==> src/rtl/seq_fixed_point_mul.sv <==
// Iterative shift-add signed fixed-point multiplier: one multiplier bit per cycle,
// sign-magnitude datapath, Q-format conversion with optional rounding and saturation.
module seq_fixed_point_mul #(
  parameter int unsigned WIIA  = 8,
  parameter int unsigned WIFA  = 8,
  parameter int unsigned WIIB  = 8,
  parameter int unsigned WIFB  = 8,
  parameter int unsigned WOI   = 8,
  parameter int unsigned WOF   = 8,
  parameter int unsigned ROOF  = 1,
  parameter int unsigned ROUND = 1
) (
  input  logic                   clk,
  input  logic                   rstn,
  input  logic                   in_valid,
  output logic                   in_ready,
  input  logic [WIIA+WIFA-1:0]   ina,
  input  logic [WIIB+WIFB-1:0]   inb,
  output logic                   out_valid,
  input  logic                   out_ready,
  output logic [WOI+WOF-1:0]     out,
  output logic                   upflow,
  output logic                   downflow
);

  localparam int unsigned WA  = WIIA + WIFA;
  localparam int unsigned WB  = WIIB + WIFB;
  localparam int unsigned W   = WOI + WOF;
  localparam int unsigned WP  = WA + WB;
  localparam int unsigned WFP = WIFA + WIFB;
  localparam int unsigned SHR = (WFP > WOF) ? (WFP - WOF) : 0;
  localparam int unsigned SHL = (WOF > WFP) ? (WOF - WFP) : 0;
  localparam int unsigned MW0 = WP + 1 + SHL;
  localparam int unsigned MW  = (MW0 > W + 1) ? MW0 : (W + 1);
  localparam int unsigned CW  = (WB > 1) ? $clog2(WB) : 1;

  localparam logic [1:0] S_IDLE = 2'd0;
  localparam logic [1:0] S_BUSY = 2'd1;
  localparam logic [1:0] S_FIN  = 2'd2;
  localparam logic [1:0] S_DONE = 2'd3;

  localparam logic [MW-1:0] POS_MAX = {{(MW-W+1){1'b0}}, {(W-1){1'b1}}};
  localparam logic [MW-1:0] NEG_MAX = {{(MW-W){1'b0}}, 1'b1, {(W-1){1'b0}}};
  localparam logic [W-1:0]  SAT_POS = {1'b0, {(W-1){1'b1}}};
  localparam logic [W-1:0]  SAT_NEG = {1'b1, {(W-1){1'b0}}};

  logic [1:0]    state_q, state_d;
  logic [CW-1:0] cnt_q, cnt_d;
  logic [WA-1:0] ua_q, ua_d;
  logic [WB-1:0] ub_q, ub_d;
  logic          sign_q, sign_d;
  logic [WP-1:0] acc_q, acc_d;
  logic [W-1:0]  out_q, out_d;
  logic          up_q, up_d;
  logic          dn_q, dn_d;
  logic          ov_q, ov_d;

  logic [MW-1:0] mag_c, m_c;
  logic [W-1:0]  sres_c;
  logic          rnd_c, up_c, dn_c;

  // Rounding picks up the highest dropped fraction bit of the magnitude.
  if (ROUND != 0 && SHR > 0) begin : g_rnd
    assign rnd_c = acc_q[SHR-1];
  end else begin : g_nrnd
    assign rnd_c = 1'b0;
  end

  assign mag_c  = (MW'(acc_q) >> SHR) << SHL;
  assign m_c    = mag_c + MW'(rnd_c);
  assign up_c   = !sign_q && (m_c > POS_MAX);
  assign dn_c   = sign_q && (m_c > NEG_MAX);
  assign sres_c = sign_q ? (~m_c[W-1:0] + W'(1)) : m_c[W-1:0];

  assign in_ready  = (state_q == S_IDLE);
  assign out_valid = ov_q;
  assign out       = out_q;
  assign upflow    = up_q;
  assign downflow  = dn_q;

  // Next-state and datapath update.
  always_comb begin
    state_d = state_q;
    cnt_d   = cnt_q;
    ua_d    = ua_q;
    ub_d    = ub_q;
    sign_d  = sign_q;
    acc_d   = acc_q;
    out_d   = out_q;
    up_d    = up_q;
    dn_d    = dn_q;
    ov_d    = ov_q;
    case (state_q)
      S_IDLE: begin
        if (in_valid) begin
          ua_d    = ina[WA-1] ? (~ina + WA'(1)) : ina;
          ub_d    = inb[WB-1] ? (~inb + WB'(1)) : inb;
          sign_d  = ina[WA-1] ^ inb[WB-1];
          acc_d   = '0;
          cnt_d   = '0;
          state_d = S_BUSY;
        end
      end
      S_BUSY: begin
        if (ub_q[cnt_q]) begin
          acc_d = acc_q + (WP'(ua_q) << cnt_q);
        end
        cnt_d = cnt_q + CW'(1);
        if (cnt_q == CW'(WB - 1)) begin
          state_d = S_FIN;
        end
      end
      S_FIN: begin
        up_d = up_c;
        dn_d = dn_c;
        if (ROOF != 0 && up_c) begin
          out_d = SAT_POS;
        end else if (ROOF != 0 && dn_c) begin
          out_d = SAT_NEG;
        end else begin
          out_d = sres_c;
        end
        ov_d    = 1'b1;
        state_d = S_DONE;
      end
      S_DONE: begin
        if (out_ready) begin
          ov_d    = 1'b0;
          state_d = S_IDLE;
        end
      end
      default: state_d = S_IDLE;
    endcase
  end

  always_ff @(posedge clk or negedge rstn) begin
    if (!rstn) begin
      state_q <= S_IDLE;
      cnt_q   <= '0;
      ua_q    <= '0;
      ub_q    <= '0;
      sign_q  <= 1'b0;
      acc_q   <= '0;
      out_q   <= '0;
      up_q    <= 1'b0;
      dn_q    <= 1'b0;
      ov_q    <= 1'b0;
    end else begin
      state_q <= state_d;
      cnt_q   <= cnt_d;
      ua_q    <= ua_d;
      ub_q    <= ub_d;
      sign_q  <= sign_d;
      acc_q   <= acc_d;
      out_q   <= out_d;
      up_q    <= up_d;
      dn_q    <= dn_d;
      ov_q    <= ov_d;
    end
  end

endmodule

==> config.mk <==
export PLATFORM = sky130hd
export DESIGN_NAME = seq_fixed_point_mul
export DESIGN_NICKNAME = d
export VERILOG_FILES = /design/src/rtl/seq_fixed_point_mul.sv
export SDC_FILE = /design/constraint.sdc
export NUM_CORES = 1
export LEC_CHECK = 0
export BUFFER_PORTS_ARGS = -buffer_cell sky130_fd_sc_hd__buf_2
export CELL_PAD_IN_SITES_DETAIL_PLACEMENT = 1
export CELL_PAD_IN_SITES_GLOBAL_PLACEMENT = 2
export CORE_MARGIN = 10
export CORE_UTILIZATION = 35
export CTS_CLUSTER_DIAMETER = 30
export DETAILED_ROUTE_END_ITERATION = 8
export PLACE_DENSITY_LB_ADDON = 0.3
export SLEW_MARGIN = 10
export SYNTH_ARGS = -nofsm -noshare
export SYNTH_HDL_FRONTEND = slang
export SYNTH_SLANG_ARGS = --single-unit
==> constraint.sdc <==
create_clock -name clk -period 4.9 [get_ports clk]
set_input_delay 0.245 -clock clk [delete_from_list [all_inputs] [get_ports clk]]
set_output_delay 0.245 -clock clk [all_outputs]
set_load 0.05 [all_outputs]
==> results of run 1 <==
[registers in the layout (all words and copies together) (netlist names)]
name and count:
ua_q 16, downflow 1, state_q 2, upflow 1
ub_q 16, sign_q 1, out_valid 1, cnt_q 4
acc_q 32, out 16
[Yosys cell counts, types with 12 or more instances]
| master | number |
|---|---|
| sky130_fd_sc_hd__a21o_1 | 16 |
| sky130_fd_sc_hd__a21oi_1 | 42 |
| sky130_fd_sc_hd__clkbuf_1 | 24 |
| sky130_fd_sc_hd__dfrtp_1 | 90 |
| sky130_fd_sc_hd__ha_1 | 42 |
| sky130_fd_sc_hd__inv_1 | 42 |
| sky130_fd_sc_hd__mux2i_1 | 20 |
| sky130_fd_sc_hd__nand2_1 | 122 |
| sky130_fd_sc_hd__nand2b_1 | 12 |
| sky130_fd_sc_hd__nand3_1 | 16 |
| sky130_fd_sc_hd__nor2_1 | 50 |
| sky130_fd_sc_hd__nor3_1 | 16 |
| sky130_fd_sc_hd__o21ai_0 | 97 |
| sky130_fd_sc_hd__xnor2_1 | 38 |
| sky130_fd_sc_hd__xor2_1 | 38 |
[how the worst min path moves through the flow]
stage | from | endpoint | depth (start not counted)
floorplan | rstn | acc_q[0] | 0
global placement | rstn | upflow | 1
detailed placement | rstn | upflow | 1
CTS | out_ready | out_valid | 2
global route | out_ready | out_valid | 2
finish | out_ready | out_valid | 2
[metal layers]
metal,global-route usage (%),up-vias
met5,0,-
met4,4.620,0
met3,2.000,18
met2,24.73,85
met1,19.31,3138
li1,-,3292
[cell type report]
type	instances	area (um^2)	area share, %
multi-input cells	709	4921	58.80
flip-flops and latches	90	2252	26.91
repair buffers	70	392.9	4.694
well taps	275	344.1	4.111
clock buffers	9	225.2	2.691
inverters	43	161.4	1.929
clock inverters	7	72.57	0.8671
[power by group]
part           internal, uW  leakage, uW  switching, uW
Combinational          1120      0.00240           1740
Sequential              990      0.00118            287
Clock                   361     0.000143            355
Total                  2470      0.00373           2380
[worst register-to-register path: stages, from the launching register on]
cell and delay [ns]:
sky130_fd_sc_hd__dfrtp_1 0.62, sky130_fd_sc_hd__buf_4 0.28, sky130_fd_sc_hd__mux2_2 0.36, sky130_fd_sc_hd__o21ai_0 0.21, sky130_fd_sc_hd__mux2i_1 0.15, sky130_fd_sc_hd__nor2_1 0.20
sky130_fd_sc_hd__a21oi_1 0.10, sky130_fd_sc_hd__ha_1 0.39, sky130_fd_sc_hd__o21a_1 0.20, sky130_fd_sc_hd__a21oi_1 0.19, sky130_fd_sc_hd__nand2_1 0.08, sky130_fd_sc_hd__a221oi_1 0.38
sky130_fd_sc_hd__a21oi_1 0.16, sky130_fd_sc_hd__o2111a_1 0.28, sky130_fd_sc_hd__or4_1 0.47, sky130_fd_sc_hd__a32o_1 0.25
[stage by stage]
stage / utilization, % / area, um^2
2_1_floorplan: - / 7530
3_3_place_gp: 38.23 / 8061
3_5_place_dp: 38.23 / 8061
4_1_cts: 39.69 / 8369
5_1_grt: 39.69 / 8369
6_report: 39.69 / 8369
[what timing repair did]
action / in CTS / in global routing
endpoints found under the hold margin: 44 / 0
hold buffers: 1 / 0
buffers inserted: 0 / 0
[logic make-up after synthesis]
logic type | synth area share [%]
and+or+nand+nor | 18.44
AOI/OAI and AO/OA | 23.80
DFF | 29.91
buffers and inverters | 4.769
xor gates and xnor gates | 8.840
adders and majority gates | 7.245
muxes | 6.996
==> results.txt, run 1 <==
Setup violations remaining at the end of the flow were counted as 0. The die covers 27780 um^2. The maximum root-to-sink buffer count is 2. In this run the number of H-tree levels came out at 3.

Summing internal, switching and leakage power gives 4853 uW. In this run the number of cells on the critical path is 15. For this run, the number of standard cells in the final layout without fillers is 1203.

For the placer's final routability congestion estimate, the log shows 0.8713. The path class of the tightest hold or removal check is in -> reg. The total of fill cells in the finished design was 2545; the pin slew with the least headroom to its limit was 0.9604 ns. OpenSTA, run right after detailed placement, puts the worst setup slack at 0.4636 ns. Measured in cells, the most critical reg-to-reg path has a length of 15. The detail route stage leaves a number of antenna-violating nets equal to 0. Between clock sinks in the finished design, the worst skew comes to 0.007482 ns.

Once routing completed, OpenROAD measured the worst setup slack at 0.5016 ns. The total buffers and inverters traversed by the critical path is 1. The total length of routed met2 wires came out at 9.748 mm. The worst-case vdd ir drop was 0.1686 mV. Summed over all nets, wire length on met3 after detailed routing comes to 511 um.

The mapped netlist covers 7530 um^2. The clock edge transition at the registers on the reported setup and hold paths works out to 0.08 ns. sky130_fd_sc_hd__dfrtp_1 takes more of the synthesized area than any other cell. In this run the worst path has a maximum fanout of 13. The repair_antennas step left the layout with diodes totalling 0. The width of the die was 166.7 um; the post-synthesis cell type count was 74. Setup repair after global routing left no endpoint under its margin. The number of nets in the final layout is 1002.

The via count of the first global-routing pass is 6891, and the post-route DRC violation count is 0. Buffers placed on the I/O ports in this run total 55. The tool flagged a number of max-cap violations equal to 0.

The core region is 21090 um^2. The capture point of the worst path was acc_q[30]. The detailed-route vias per instance is 5.431. For this run, the leading register cell type out of synthesis is sky130_fd_sc_hd__dfrtp_1. Timing would allow up to 227.4 MHz. TritonCTS built the clock tree. Pin placement for this block handled 56 I/O pins. In the post-synthesis netlist, the biggest area contributors are sky130_fd_sc_hd__dfrtp_1 30%, sky130_fd_sc_hd__ha_1 7.0%, sky130_fd_sc_hd__o21ai_0 6.4%. The routed metal-1 wire length came out at 9.997 mm.

The tools report the critical path launch point type as a flop. When the netlist entered floorplanning its net count stood at 963. The number of antenna violations at the first check in global routing is 0. The cell type group with the largest total delay on the critical path is compound AO/OA/AOI/OAI gates. In the finished design, the share of the clock period the worst path needs comes to 89.76%. Global routing finished with a remaining overflow of 0.

The total negative setup slack was 0 ns. The detailed-routing iteration count for the pre-antenna-repair pass was 4; the fraction of synthesized cell area taken by the top area cell type was 29.91%. Summed over all nets, the half-perimeter wirelength after detailed placement is 16.19 mm. The most frequent standard cell in the layout excluding fill and tap cells was sky130_fd_sc_hd__nand2_1. The run gives 0 as the final hold violation count. Of the synthesized area, sequential elements account for 29.91%. The worst setup path is captured at a flop. The total number of vias is 6533, and the count of routing violations after the opening detailed-route iteration is 337. The worst path in the final design needs a cycle of 4.398 ns, including I/O delays and setup. STA puts the critical path data arrival time at 4.65 ns. The run finished with clean final reports. CTS saw 90 sinks.

The effective utilization at floorplan is 35.71%. The count of warnings emitted by yosys is 0. Cell occurring most often along the worst timing path: sky130_fd_sc_hd__a21oi_1.

In this run the core area contains 53 standard-cell rows. For the number of instances resized during post-cts repair, the log shows 0. The number of placed instances, taps included, is 1186.

The setup slack of the most critical reg-to-reg path is 0.50 ns. For the worst setup path, the data required time is 5.15 ns. The highest signal layer in the routed design is met4. The mean area per synthesized cell was 8.518 um^2. Entering global routing, the biggest net connects 69 pins. The post-route netlist has 14.55% of its cells at a drive strength greater than 1.

Buffers inserted during clock tree synthesis total 9. The area growth from synthesis to layout is 11.15%. The number of enable-type register cells in the synthesized netlist came out at 0. The floorplan step set the die height to 166.7 um. The tree is rooted in a sky130_fd_sc_hd__clkbuf_16. Summed over all cells, the static leakage comes to 0.003726 uW. For this run, asynchronously set or reset flops after synthesis account for 100.0%. The most critical setup path has its startpoint at cnt_q[1]. Type of the setup path with the least slack: reg -> reg.

Critical-path cell with the highest stage delay: sky130_fd_sc_hd__dfrtp_1. The average wire length per cell after detail routing is 17.09 um, and the post-route worst hold slack is 0.09319 ns. The largest incremental delay on the critical path works out to 0.62 ns. Capture instance of the worst register-to-register path: acc_q[30]. The tools report the reg-to-reg critical path startpoint as cnt_q[1].

The first global-routing pass estimated 35.16 mm of wire. The number of pins with negative max-slew slack in the final report came out at 0. Synthesis inferred 90 register bits.

Dividing total power by cell area gives a power density of 579.9 nW/um^2. In the layout the commonest cells are 121 x sky130_fd_sc_hd__nand2_1, 97 x sky130_fd_sc_hd__o21ai_0, 90 x sky130_fd_sc_hd__dfrtp_1. Wires add up to 20.57 mm.

The total routing resource utilization after global routing is 14.79%, and the clock latency at the later pin of the worst-skew pair is 0.36 ns. The run gives 35.97% as the worst slew slack as a fraction of its limit. Traced cell by cell, the critical path runs through buf_4 > mux2_2 > o21ai_0 > mux2i_1 > nor2_1 > a21oi_1 > ha_1 > o21a_1 > a21oi_1 > nand2_1 > a221oi_1 > a21oi_1 > o2111a_1 > or4_1 > a32o_1. The cell count after synthesis came out at 884.
Power figures use the tool's default switching activity.
==> run 2: changes to the inputs <==
Settings changed: CORE_UTILIZATION 35 to 38.
==> run 2 against run 1 <==
Non-clock buffer count decreased by 2. Worst hold slack improved by 0.0050 ns. Largest power group unchanged. Final cell count decreased by 1.0%. Clock-buffer cell count unchanged. First-iteration DRC count decreased by 29%. Final area decreased by 0.34%. Highest routed layer unchanged. Core utilization increased by 3.2 points. Combinational power about the same.
==> results.txt, run 2 (synthesis results as in run 1) <==
The flow ran to the end, and the final reports show no timing, DRC or antenna violations. The run gives 4 as the detailed-routing iteration count for the pre-antenna-repair pass. The final hold violation count was 0. Setup repair after global routing left no endpoint under its margin. Static timing analysis puts the maximum clock frequency at 229.1 MHz. Setup violations remaining at the end of the flow were counted as 0. CTS built an H-tree with a depth of 3.

No sink is reached through more buffers than the 2 on the longest clock path. The min-delay analysis places its worst path in the category in -> reg. The die covers 25850 um^2. From synthesis to final layout, the design area changed by 10.77%. The register area is 2252 um^2, and the cell depth of the worst flop-to-flop path is 15. Across all hold checks on the routed design, the worst slack comes to 0.09823 ns. The critical path in this run is classified as reg -> reg. The overall overflow remaining after global route was 0; the width of the die was 160.8 um. For the pin with the worst max-slew slack, the measured transition is 1.051 ns. After clock tree synthesis, the clock-pin slew on the worst setup and hold paths is 0.07 ns. Ranked by flip-flop count, first place goes to acc_q.

The worst hold path was traced through 2 stages. The number of nets in the final layout was 1000; the max capacitance violation total was 0. In the final timing run, aggregate negative setup slack is 0 ns.

The endpoint kind of the worst setup timing path is a flop. Detailed-route vias per instance: 5.441. Along the worst path, the maximum fanout reaches 8.

The cell leakage power is 0.003716 uW. In this run the count of I/O pins placed on the die edge is 56. The pin count of the biggest net entering global routing is 69, and the minimum clock period is 4.366 ns. The core region is 19460 um^2. The wire length after detailed routing was 19.98 mm; the data arrival time of the critical path was 4.61 ns.

Flip-flop count of the largest register, all copies and words added: 32. In the final layout, the multi-input gates occupy 4921 um^2. Leaving out fill and tap cells, the most frequent cells in the layout are 121 x sky130_fd_sc_hd__nand2_1, 97 x sky130_fd_sc_hd__o21ai_0, 90 x sky130_fd_sc_hd__dfrtp_1.

The initial utilization of the core area, before any placement, comes to 38.69%. The run gives 238 as the count of routing violations after the opening detailed-route iteration. The number of antenna violations at the first check in global routing is 0. At the worst endpoint, the required time is 5.15 ns.

The run gives 6480 as the total number of vias. The run gives 1 as the quantity of hold-fixing buffers added after cts. The tools report the number of pins with negative max-slew slack in the final report as 0. The die is 160.8 um tall. The share of layout cells above drive strength 1 is 14.36%, and the post-layout utilization of the core is 42.85%.

The post-route DRC violation count is 0. The via count of the first global-routing pass is 6709. The HPWL after detailed placement is 15.86 mm. Port buffering added 55 buffers. After detailed routing, the average wire length per cell comes to 16.78 um. TritonCTS built the clock tree.

Buffers added to address setup during post-CTS repair amount to 0. The tools report the number of instances resized during post-cts repair as 0. Power spread over the standard cell area amounts to 574.5 nW/um^2. Total power for the finished layout comes to 4792 uW. Headroom to the max-slew limit came out at 29.71%. Clock tree synthesis found a total of 90 sinks.

The tools report the critical path launch point type as a flop. Global routing used 15.61% of the available tracks across all layers. At the end of routability-driven placement, the weighted congestion stood at 0.8250. For the wire length of the first global-routing pass, the log shows 34.12 mm. The most frequent standard cell in the layout excluding fill and tap cells is sky130_fd_sc_hd__nand2_1.

In this run the clock root is driven by a sky130_fd_sc_hd__clkbuf_16. 0 antenna diodes ended up in the layout. At the later pin of the worst-skew pair, clock insertion delay measures 0.36 ns.

The setup clock skew after layout is 0.01004 ns, and the total of fill cells in the finished design is 2359. The total clock buffers created by CTS was 9; the number of standard-cell rows in the floorplan was 51. The share of the clock period used by the worst path after layout is 89.10%. The run gives 0 as the number of nets still failing antenna checks after routing.

Across the VDD grid, the largest voltage drop is 0.2027 mV.
==> run 2: cell type report <==
cell class              count  share of cell area, %
clock inverters             7                 0.7051
well taps                 265                  3.975
flip-flops and latches     90                  27.00
clock buffers               9                  2.700
inverters                  43                  1.935
multi-input cells         709                  59.00
repair buffers             68                  4.680
==> run 2: final timing paths <==
path                             endpoint  startpoint  slack (ns)
max in group asynchronous         ua_q[0]        rstn        3.45
min in group asynchronous          upflow        rstn        0.41
worst min-delay path            out_valid   out_ready         0.1
worst min register to register   ub_q[14]    ub_q[14]        0.48
worst max register to register  acc_q[30]    cnt_q[1]        0.53
worst max-delay path            acc_q[30]    cnt_q[1]        0.53
==> run 2: per-layer routing <==
| metal | track usage (%) | vias to the layer above | part of all wire (%) |
|---|---|---|---|
| met5 | 0 | - | 0 |
| met4 | 4.673 | 0 | 1.2 |
| met3 | 2.019 | 15 | 2.3 |
| met2 | 26.56 | 84 | 48 |
| met1 | 20.19 | 3098 | 48 |
| li1 | - | 3283 | - |
==> run 2: worst max-delay path, stage by stage (launching register included) <==
cell                       delay [ns]
sky130_fd_sc_hd__dfrtp_1         0.50
sky130_fd_sc_hd__buf_4           0.21
sky130_fd_sc_hd__mux2_2          0.34
sky130_fd_sc_hd__o21ai_0         0.38
sky130_fd_sc_hd__nor2_1          0.08
sky130_fd_sc_hd__a21oi_1         0.20
sky130_fd_sc_hd__a21oi_1         0.11
sky130_fd_sc_hd__ha_1            0.35
sky130_fd_sc_hd__a211o_1         0.31
sky130_fd_sc_hd__a21oi_1         0.18
sky130_fd_sc_hd__nand2_1         0.08
sky130_fd_sc_hd__a221oi_1        0.37
sky130_fd_sc_hd__a21oi_1         0.15
sky130_fd_sc_hd__o2111a_1        0.28
sky130_fd_sc_hd__or4_1           0.47
sky130_fd_sc_hd__a32o_1          0.26
==> run 2: metrics by stage <==
step	std cells	instance area (um^2)	setup WS, ns
final	1191	8341	0.5342
after global routing	1191	8341	0.1266
after CTS	1191	8341	0.5134
after detailed placement	1174	8046	0.5211
after global placement	1174	8046	0.5835
after floorplan	884	7530	0.7645
==> run 2: power by group <==
group | internal (uW) | total [uW] | switching [uW]
Sequential | 991 | 1260 | 266
Clock | 354 | 688 | 334
Combinational | 1110 | 2850 | 1730
